$ cat src/rtl/seq_controller_pkg.sv
// Shared constants for the instruction sequencer: opcode encodings,
// phase encoding and widths, plus the ALU-opcode classifier.
package seq_ctrl_pkg;

  localparam int OPCODE_W = 3;
  localparam int PHASE_W  = 3;

  localparam logic [OPCODE_W-1:0] HLT = 3'd0;
  localparam logic [OPCODE_W-1:0] SKZ = 3'd1;
  localparam logic [OPCODE_W-1:0] ADD = 3'd2;
  localparam logic [OPCODE_W-1:0] AND = 3'd3;
  localparam logic [OPCODE_W-1:0] XOR = 3'd4;
  localparam logic [OPCODE_W-1:0] LDA = 3'd5;
  localparam logic [OPCODE_W-1:0] STO = 3'd6;
  localparam logic [OPCODE_W-1:0] JMP = 3'd7;

  typedef enum logic [PHASE_W-1:0] {
    INST_ADDR  = 3'd0,
    INST_FETCH = 3'd1,
    INST_LOAD  = 3'd2,
    IDLE       = 3'd3,
    OP_ADDR    = 3'd4,
    OP_FETCH   = 3'd5,
    ALU_OP     = 3'd6,
    STORE      = 3'd7
  } phase_t;

  // Opcodes that read a memory operand and load the accumulator.
  function automatic logic is_aluop(input logic [OPCODE_W-1:0] op);
    return (op == ADD) || (op == AND) || (op == XOR) || (op == LDA);
  endfunction

endpackage

$ cat src/rtl/seq_controller_if.sv
// Opcode/flag inputs and datapath strobes of the sequencer.
// master = sequencer side, slave = datapath side.
interface seq_controller_if;
  import seq_ctrl_pkg::*;

  logic [OPCODE_W-1:0] opcode;
  logic                zero;
  logic                sel;
  logic                rd;
  logic                wr;
  logic                ld_ir;
  logic                inc_pc;
  logic                ld_pc;
  logic                ld_ac;
  logic                data_e;
  logic                halt;

  modport master (
    input  opcode, zero,
    output sel, rd, wr, ld_ir, inc_pc, ld_pc, ld_ac, data_e, halt
  );

  modport slave (
    output opcode, zero,
    input  sel, rd, wr, ld_ir, inc_pc, ld_pc, ld_ac, data_e, halt
  );

endinterface

$ cat src/rtl/seq_controller_phase_counter.sv
// 3-bit wrapping phase counter; hold freezes the current phase.
module phase_counter
  import seq_ctrl_pkg::*;
(
  input  logic   clk,
  input  logic   rst,
  input  logic   hold,
  output phase_t phase
);

  phase_t              phase_next;
  logic [PHASE_W-1:0]  phase_inc;

  assign phase_inc = phase + 3'd1;

  // Next phase: advance with natural 7->0 wrap unless held.
  always_comb begin
    phase_next = phase;
    if (!hold) phase_next = phase_t'(phase_inc);
  end

  // Phase register with synchronous reset to INST_ADDR.
  always_ff @(posedge clk) begin
    if (rst) phase <= INST_ADDR;
    else     phase <= phase_next;
  end

endmodule

$ cat src/rtl/seq_controller.sv
// Eight-phase instruction sequencer generating all datapath strobes.
// Optional build macro: SEQ_CTRL_SINGLE_STEP_EN adds a 'step' input that
// gates each instruction start in INST_ADDR.
//
// phase      | meaning
// INST_ADDR  | PC on address bus (waits for step when single-stepping)
// INST_FETCH | read instruction
// INST_LOAD  | read instruction, load IR
// IDLE       | hold IR load, opcode now valid
// OP_ADDR    | operand address, increment PC; HLT freezes here
// OP_FETCH   | read operand for ALU ops
// ALU_OP     | ALU op / SKZ skip / JMP load / STO drive data
// STORE      | accumulator load / STO write / JMP load
module seq_controller
  import seq_ctrl_pkg::*;
(
  input  logic clk,
  input  logic rst,
  seq_controller_if.master bus
`ifdef SEQ_CTRL_SINGLE_STEP_EN
  ,
  input  logic step
`endif
);

  phase_t phase;
  logic   halted_q;
  logic   halt_now;
  logic   freeze;
  logic   hold;
  logic   aluop;

  logic sel, rd, wr, ld_ir, inc_pc, ld_pc, ld_ac, data_e, halt;

  assign aluop    = is_aluop(bus.opcode);
  // Once latched, the halt no longer depends on the opcode input.
  assign halt_now = halted_q || (bus.opcode == HLT);
  assign freeze   = (phase == OP_ADDR) && halt_now;

`ifdef SEQ_CTRL_SINGLE_STEP_EN
  assign hold = freeze || ((phase == INST_ADDR) && !step);
`else
  assign hold = freeze;
`endif

  phase_counter u_phase (
    .clk   (clk),
    .rst   (rst),
    .hold  (hold),
    .phase (phase)
  );

  // Halt latch: set on an HLT in OP_ADDR, cleared only by reset.
  always_ff @(posedge clk) begin
    if (rst)                                         halted_q <= 1'b0;
    else if ((phase == OP_ADDR) && (bus.opcode == HLT)) halted_q <= 1'b1;
  end

  // Strobe decode from phase and opcode.
  always_comb begin
    sel    = 1'b0;
    rd     = 1'b0;
    wr     = 1'b0;
    ld_ir  = 1'b0;
    inc_pc = 1'b0;
    ld_pc  = 1'b0;
    ld_ac  = 1'b0;
    data_e = 1'b0;
    halt   = 1'b0;
    unique case (phase)
      INST_ADDR:  ;
      INST_FETCH: rd = 1'b1;
      INST_LOAD, IDLE: begin
        rd    = 1'b1;
        ld_ir = 1'b1;
      end
      OP_ADDR: begin
        sel    = 1'b1;
        halt   = halt_now;
        inc_pc = !halt_now;
      end
      OP_FETCH: begin
        sel = 1'b1;
        rd  = aluop;
      end
      ALU_OP: begin
        sel    = 1'b1;
        rd     = aluop;
        inc_pc = (bus.opcode == SKZ) && bus.zero;
        ld_pc  = (bus.opcode == JMP);
        data_e = (bus.opcode == STO);
      end
      STORE: begin
        sel    = 1'b1;
        rd     = aluop;
        ld_ac  = aluop;
        ld_pc  = (bus.opcode == JMP);
        wr     = (bus.opcode == STO);
        data_e = (bus.opcode == STO);
      end
      default: ;
    endcase
  end

  assign bus.sel    = sel;
  assign bus.rd     = rd;
  assign bus.wr     = wr;
  assign bus.ld_ir  = ld_ir;
  assign bus.inc_pc = inc_pc;
  assign bus.ld_pc  = ld_pc;
  assign bus.ld_ac  = ld_ac;
  assign bus.data_e = data_e;
  assign bus.halt   = halt;

endmodule

$ cat src/flat_wrapper.sv
// flat-port wrapper written by rule: the top's interface ports become plain ports
module seq_controller_flat import seq_ctrl_pkg::*;
  (clk, rst, bus_opcode, bus_zero, bus_sel, bus_rd, bus_wr, bus_ld_ir, bus_inc_pc, bus_ld_pc, bus_ld_ac, bus_data_e, bus_halt);
  seq_controller_if bus_i ();
  input  logic clk;
  input  logic rst;
  input wire logic [$bits(bus_i.opcode)-1:0] bus_opcode;
  input wire logic [$bits(bus_i.zero)-1:0] bus_zero;
  output wire logic [$bits(bus_i.sel)-1:0] bus_sel;
  output wire logic [$bits(bus_i.rd)-1:0] bus_rd;
  output wire logic [$bits(bus_i.wr)-1:0] bus_wr;
  output wire logic [$bits(bus_i.ld_ir)-1:0] bus_ld_ir;
  output wire logic [$bits(bus_i.inc_pc)-1:0] bus_inc_pc;
  output wire logic [$bits(bus_i.ld_pc)-1:0] bus_ld_pc;
  output wire logic [$bits(bus_i.ld_ac)-1:0] bus_ld_ac;
  output wire logic [$bits(bus_i.data_e)-1:0] bus_data_e;
  output wire logic [$bits(bus_i.halt)-1:0] bus_halt;
  assign bus_i.opcode = bus_opcode;
  assign bus_i.zero = bus_zero;
  assign bus_sel = bus_i.sel;
  assign bus_rd = bus_i.rd;
  assign bus_wr = bus_i.wr;
  assign bus_ld_ir = bus_i.ld_ir;
  assign bus_inc_pc = bus_i.inc_pc;
  assign bus_ld_pc = bus_i.ld_pc;
  assign bus_ld_ac = bus_i.ld_ac;
  assign bus_data_e = bus_i.data_e;
  assign bus_halt = bus_i.halt;
  seq_controller u_core (.clk(clk), .rst(rst), .bus(bus_i));
endmodule
$ cat config.mk
export PLATFORM = sky130hd
export DESIGN_NAME = seq_controller_flat
export DESIGN_NICKNAME = d
export VERILOG_FILES = /design/src/rtl/seq_controller_pkg.sv /design/src/rtl/seq_controller_if.sv /design/src/rtl/seq_controller_phase_counter.sv /design/src/rtl/seq_controller.sv /design/src/flat_wrapper.sv
export SDC_FILE = /design/constraint.sdc
export NUM_CORES = 1
export LEC_CHECK = 0
export CORE_AREA = 2 2 39 41
export DETAILED_ROUTE_END_ITERATION = 16
export DIE_AREA = 0 0 41 43
export HOLD_SLACK_MARGIN = 0.1
export PLACE_DENSITY = 0.66
export SLEW_MARGIN = 20
export SYNTH_ARGS = -nofsm -noshare
export SYNTH_HDL_FRONTEND = slang
export SYNTH_SLANG_ARGS = --single-unit
$ cat constraint.sdc
create_clock -name clk -period 3 [get_ports clk]
set_clock_uncertainty 0.2 [all_clocks]
set_input_delay 0.45 -clock clk [delete_from_list [all_inputs] [get_ports clk]]
set_output_delay 0.45 -clock clk [all_outputs]
set_load 0.03 [all_outputs]
==> Yosys cells after proc, flatten, opt, wreduce, memory -nomap -nowiden <==
Index checks and enable logic that the tools add are counted.
{ "word_totals": {"register_bits": 4, "wordCells": 40, "output_inout_bits": 9, "input_bits": 6} }
{ "op_classes": {"n_eq_ne": 14, "mux": 9, "reduce_logical": 14, "n_addsub": 1} }
{ "ops": {"columns": ["cell", "n"], "rows": [
  ["$eq A3 B3 Y1 const B", 8],
  ["$eq A3 B2 Y1 const B", 4],
  ["$mux W1", 7],
  ["$eq A3 B1 Y1 const B", 2],
  ["$reduce_or A3 Y1", 2],
  ["$logic_or A1 B1 Y1", 4],
  ["$pmux W1 S2", 2],
  ["$reduce_or A2 Y1", 2],
  ["$reduce_or A4 Y1", 1],
  ["$add A3 B1 Y3 const B", 1],
  ["$logic_and A1 B1 Y1", 3],
  ["$logic_not A3 Y1", 1],
  ["$logic_not A1 Y1", 1]
]} }

==> Longest topological paths before layout <==
Gate-level depths: netlist (run 1).
{ "depth": {"depth_word": 5, "ltp_mapped": 5, "mapped_depth_nobuf": 5} }

==> Cells and area by module <==
A second synthesis (run 1) with hierarchy kept.
{ "hier_totals": {"hier_cells": 34, "hier_area_um2": 274.0} }
{ "by_module_without_submodules": {"columns": ["mod", "cells_each", "n_inst", "area_each_um2", "seq_area_each_um2"], "rows": [
  ["seq_controller", 22, 1, 143.9, 20.0],
  ["phase_counter", 12, 1, 130.1, 60.1]
]} }

==> Worst setup path after synthesis (run 1) <==
Ideal clock, no wire load.
{ "synth_timing": {"path_kind": "register to output", "start": "reg u_core.u_phase.phase[0]", "end": "out bus_ld_pc", "arrival_ns": 1.544, "path_slack_ns": 0.806, "n_path_buf": 0, "t_required_ns": 2.350, "path_stages_with_launch": 5, "cell_sequence": "dfxtp_1 -> ha_1 -> ha_1 -> a21oi_1 -> nor3b_1"} }
{ "synth_between": {"elab_chain_len": 3, "elab_cells_between_ends": 4, "cone_classes": "2 x eq/ne; 1 x mux; 1 x reduce/logical"} }
{ "synth_lines": {"columns": ["element", "line_no", "source"], "rows": [
  ["start, declared", "seq_controller_phase_counter.sv:8", "output phase_t phase"],
  ["start signal, assigned", "seq_controller_phase_counter.sv:25", "else phase <= phase_next;"],
  ["$eq A3 B3 Y1", "seq_controller.sv:70", "unique case (phase)"],
  ["$reduce_or A2 Y1 (no line) (*)", null, null],
  ["$mux W1 (*)", null, null],
  ["end, declared", "flat_wrapper.sv:14", "output wire logic [$bits(bus_i.ld_pc)-1:0] bus_ld_pc;"]
]} }
Mark *: on every way between the ends. The rest lies on a longest branch, timed or not.

==> Worst setup path in the final report (run 1) <==
{ "layout_timing": {"start": "reg u_core.u_phase.phase[0]", "end": "out bus_rd"} }
{ "layout_between": {"elab_chain_len": 3, "elab_cells_between_ends": 9, "cone_classes": "6 x eq/ne; 1 x mux; 2 x reduce/logical"} }
{ "layout_lines": {"columns": ["element", "line_no", "source"], "rows": [
  ["$eq A3 B3 Y1, or another cell as far along", "seq_controller.sv:70", null],
  ["$reduce_or A3 Y1 (no line)", null, null],
  ["$pmux W1 S2 (*)", "seq_controller.sv:70", null],
  ["end, declared", "flat_wrapper.sv:10", "output wire logic [$bits(bus_i.rd)-1:0] bus_rd;"]
]} }
Marked as above.

==> results.cfg, run 1 <==
[run_status]
run_status = finished clean

[logic_synthesis]
synth_top_area_cell = dfxtp_1
synthTopCellsByArea = dfxtp_1 22%, ha_1 21%, nor3b_1 6.2%
syn_nets = 56
postSynthAreaPerCell_um2 = 8.22
syn_inst = 44
synth_seq_cells = 4
synth_seq_area_share = 0.221
synth_top_area_share = 0.221
ys_types = 23
syn_area_um2 = 362
yosys_warnings = 0

[sta]
setup_tns_ns = 0
maxSlewViolCount = 0
rsz0062_at_grt = no
setup_viol = 0
min_period_over_period = 0.945
slew-limit-headroom = 0.784
fmax_mhz = 353
min_period_ns = 2.84
finalHoldViolations = 0
tightest_slew_ns = 0.323

[hold_path]
hold-path-cell-count = 2
hold_path_startpoint = u_core.halted_q$_SDFFE_PP0P_
hold_class = reg -> reg

[routing]
via_per_inst = 4.99
drtAntennaViolNets = 0
dr.pass1.iters = 2
drcViolationCount = 0
drt_first_iter_violations = 4
vias = 384
drt_wl_total_um = 862
wire_per_inst_um = 11.2

[placement]
io_buffers = 14
place.gp.congestion = 0.771
dp_cells = 74
dpl.hpwl_um = 694

[clock_network]
cts.sinks = 4
clk_pin_slew_worst_paths_ns = 0.04
cts_tree = built
cts_max_level = 1
hold_buffers = 0
cts_buffers = 3
clockBufferDepth = 2
cts_setup_buffers = 0
ctsResizeCount = 0
cts-root-buf = clkbuf_4
clkLatencyLatePin_ns = 0.23

[setup_path]
criticalPathCategory = reg -> out
cp-end-kind = output pin
cp.required_ns = 2.35
r2r_cells = 5
cpPeakStageDelay_ns = 0.59
r2r_start = u_core.u_phase.phase[0]$_SDFFE_PP0N_
crit_start = u_core.u_phase.phase[0]$_SDFFE_PP0N_
worstPathCellList = inv_1 > ha_1 > a21oi_1 > nor2_1 > a211o_1 > clkdlybuf4s50_1
crit_arrival_ns = 2.19
crit_slowest_cell = clkdlybuf4s50_1
start_kind = register
crit_fanout = 6

[power_and_ir_drop]
vdd_drop_max_mv = 0.368
p_per_area_nw_per_um2 = 717
power_leakage_nw = 0.242

[die]
die-area_um2 = 1760
initial_core_util = 0.261
die_h_um = 43
rows = 14
die_w_um = 41
core_um2 = 1380
io_pins = 15

[flow_run]
maxCapViolCount = 0

[final_layout]
fillers = 163
area.sequential_um2 = 80.1
fin_cells = 77
syn2layout_area_growth_pct = 51.6
multi_input_area_um2 = 259
diodes = 0
fin_nets = 75
drive_above_1_share = 0.0820

[global_route]
grt_max_degree = 8
grt_pass1_vias = 365
overflow = 0
grt_antenna_before_repair = 0
grt_usage = 0.113
grt_pass1_wl_mm = 1.38
[logic make-up after synthesis]
logic type	Yosys count	share of synthesized area
AOI/OAI and AO/OA	11	0.225
xor gates and xnor gates	1	0.0242
adders and majority gates	6	0.208
buffers and inverters	6	0.0623
DFF	4	0.221
and+or+nand+nor	16	0.260
[registers in the layout, summed over array words and instances, names as in the netlist]
name / count
u_core.u_phase.phase: 3
u_core.halted_q: 1
[power breakdown]
part	switching, mW	internal (mW)
logic	0.127	0.106
registers	0.0238	0.0704
clock network	0.0218	0.0447
[path summary, 6_finish.rpt]
path / endpoint / slack (ns)
hold reg to reg: u_core.halted_q$_SDFFE_PP0P_ / 0.40
setup reg to reg: u_core.u_phase.phase[0]$_SDFFE_PP0N_ / 1.42
hold / removal: u_core.halted_q$_SDFFE_PP0P_ / 0.40
setup / recovery: bus_rd / 0.16
[area by class of cell]
type / instances / area share
Multi-Input combinational cell: 34 / 0.473
Tap cell: 16 / 0.0365
Timing Repair Buffer: 15 / 0.269
Sequential cell: 4 / 0.146
Clock buffer: 3 / 0.0411
Inverter: 5 / 0.0342
[synthesized netlist by cell type, drive strengths merged]
library cell,count
a211o,1
dfxtp,4
clkbuf,1
nand3b,1
a21o,1
o221ai,1
a21oi,3
inv,5
nor3,3
nor2b,1
or4,1
o211a,1
nand2,3
o21ai,1
o311ai,1
nand3,1
nor3b,3
xnor2,1
and2,1
nor2,2
o2111ai,2
ha,6
[per-stage QoR]
stage               hold WS, ns  utilization  setup WS [ns]  area (um2)  total power, mW
floorplan                 0.319            -          0.806         362            0.246
global placement          0.375        0.380          0.210         526            0.326
detailed placement        0.393        0.380          0.188         526            0.330
CTS                       0.398        0.396          0.144         548            0.399
global route              0.452        0.396         0.0297         548            0.431
finish                    0.402        0.396          0.164         548            0.393
[metal layers]
layer,GRT usage,up-vias,share of wire
met5,0,-,0
met4,0.0200,0,0
met3,0.0471,0,0.092
met2,0.203,14,0.49
met1,0.116,175,0.41
li1,-,195,-
[worst max-delay path, delay by kind of cell (launching register included)]
kind | cells | cell delay (ns)
buf+inv | 2 | 0.70
simple gates | 1 | 0.07
flops | 1 | 0.42
fa+ha+maj | 1 | 0.25
compound gates | 2 | 0.52
[cells in the final DEF, fill, tap and decap left out, types with 2 or more instances in the layout]
| cell type | count |
|---|---|
| clkdlybuf4s50_1 | 14 |
| ha_1 | 6 |
| inv_1 | 5 |
| dfxtp_1 | 4 |
| nor3b_1 | 3 |
| nand2_1 | 3 |
| a21oi_1 | 3 |
| clkbuf_4 | 3 |
| nor3_1 | 2 |
| nor2_1 | 2 |
| o2111ai_1 | 2 |
No activity file was read; power rests on OpenSTA's default activity.
==> inputs of run 2 (changes only) <==
--- a/config.mk
+++ b/config.mk
@@ -8,2 +8,3 @@
 export CORE_AREA = 2 2 39 41
+export CTS_BUF_LIST = sky130_fd_sc_hd__clkbuf_16
 export DETAILED_ROUTE_END_ITERATION = 16
--- a/constraint.sdc
+++ b/constraint.sdc
@@ -4,2 +4,2 @@
 set_output_delay 0.45 -clock clk [all_outputs]
-set_load 0.03 [all_outputs]
+set_load 0.02 [all_outputs]
==> run 2 against run 1 <==
Against the previous run:
- final cell count stayed put
- routed wire length is 0.46% lower
- non-clock buffer count did not move
- critical path depth is the same
- combinational power is 9.5% lower
- register-to-register slack improved by 0.02 ns
- sequential share of layout area down 1.3 points
- sequential power is 1% lower
- highest routed layer is now met4
==> results.cfg, run 2 (synthesized netlist as in run 1, its figures left out) <==
[final_layout]
final_cell_mix = 14 x clkdlybuf4s50_1, 6 x ha_1, 5 x inv_1, 4 x dfxtp_1
fillers = 143
diodes = 0
drive_above_1_share = 0.0820
largest_register_ffs = 3
syn2layout_area_growth_pct = 66.1
layout_commonest_cell = clkdlybuf4s50_1
largest-register = u_core.u_phase.phase
reg_top3 = u_core.u_phase.phase (3), u_core.halted_q (1)
fin_nets = 75

[clock_network]
cts-root-buf = clkbuf_16
cts_max_level = 1
clk_pin_slew_worst_paths_ns = 0.03
clockBufferDepth = 2
cts_buffers = 3
cts.sinks = 4
cts_tree = built
cts_setup_buffers = 0
ctsResizeCount = 0
clkLatencyLatePin_ns = 0.23
hold_buffers = 0

[sta]
setup_viol = 0
setup_tns_ns = 0
tightest_slew_ns = 0.283
min_period_over_period = 0.922
min_period_ns = 2.77
rsz0062_at_grt = no
slew-limit-headroom = 0.808
finalHoldViolations = 0
fmax_mhz = 362
maxSlewViolCount = 0

[setup_path]
criticalPathCategory = reg -> out
start_kind = register
rrSetupSlack_ns = 1.44
crit_arrival_ns = 2.12
crit_fanout = 6
r2r-end = u_core.u_phase.phase[0]$_SDFFE_PP0N_
r2r_start = u_core.u_phase.phase[0]$_SDFFE_PP0N_
cp.required_ns = 2.35
cp-end-kind = output pin
r2r_cells = 5

[die]
rows = 14
initial_core_util = 0.261
io_pins = 15
die-area_um2 = 1760
die_h_um = 43
core_um2 = 1380
die_w_um = 41

[power_and_ir_drop]
finalPower_mw = 0.513
power_leakage_nw = 0.265
p_per_area_nw_per_um2 = 854
vdd_drop_max_mv = 0.388

[flow_run]
maxCapViolCount = 0

[hold_path]
hold_class = reg -> reg
hold-path-cell-count = 2
min_to = u_core.halted_q$_SDFFE_PP0P_
hold_path_startpoint = u_core.halted_q$_SDFFE_PP0P_

[global_route]
grt_max_degree = 8
grt_pass1_vias = 357
overflow = 0
grt_usage = 0.118
grt_antenna_before_repair = 0
grt_pass1_wl_mm = 1.35

[placement]
io_buffers = 14
dpl.hpwl_um = 672
place.gp.congestion = 0.770

[routing]
vias = 381
dr.pass1.iters = 1
drcViolationCount = 0
via_per_inst = 4.95
drtAntennaViolNets = 0
drt_wl_total_um = 858
drt_first_iter_violations = 0
wire_per_inst_um = 11.1

[run_status]
run_status = finished clean
[run 2: cell count changes in the layout (fill, tap and decap cells not counted)]
| cell | change |
|---|---|
| clkbuf_16 | +3 |
| clkbuf_4 | -3 |
[run 2: worst max path at each step]
stage                                                     from        end  slack, ns  depth (start not counted)
final                     u_core.u_phase.phase[0]$_SDFFE_PP0N_     bus_rd       0.23                          6
after global routing      u_core.u_phase.phase[0]$_SDFFE_PP0N_     bus_rd       0.12                          6
after CTS                 u_core.u_phase.phase[0]$_SDFFE_PP0N_     bus_rd       0.21                          6
after detailed placement                         bus_opcode[2]     bus_rd       0.24                          5
after global placement                           bus_opcode[2]     bus_rd       0.27                          5
after floorplan           u_core.u_phase.phase[0]$_SDFFE_PP0N_  bus_ld_pc       1.02                          4
[run 2: metrics by stage]
step	utilization	worst slack [ns]	instances	hold WS [ns]	area, um2
2_1_floorplan	-	1.02	44	0.319	362
3_3_place_gp	0.380	0.265	74	0.375	526
3_5_place_dp	0.380	0.238	74	0.378	526
4_1_cts	0.434	0.213	77	0.384	601
5_1_grt	0.434	0.119	77	0.453	601
6_report	0.434	0.234	77	0.386	601
[run 2: layout make-up]
class	count	area (um2)	share of cell area
multi-input cells	34	259	0.431
repair buffers	15	148	0.246
flip-flops and latches	4	80.1	0.133
clock buffers	3	75.1	0.125
well taps	16	20.0	0.0333
inverters	5	18.8	0.0313
[run 2: worst max-delay path, cell delays in order, from the launching register on]
cell             delay, ns
dfxtp_1               0.41
inv_1                 0.11
ha_1                  0.25
a21oi_1               0.25
nor2_1                0.07
a211o_1               0.26
clkdlybuf4s50_1       0.53
[run 2: routing by layer]
metal	global-route usage	share of wire	wire [um]
met1	0.103	0.43	367
met2	0.203	0.45	386
met3	0.0314	0.087	75
met4	0.100	0.034	29
met5	0	0	0
[run 2: report_power, final]
part	switching, mW	internal [mW]
combinational	0.105	0.105
sequential	0.0222	0.0705
clock	0.0392	0.170
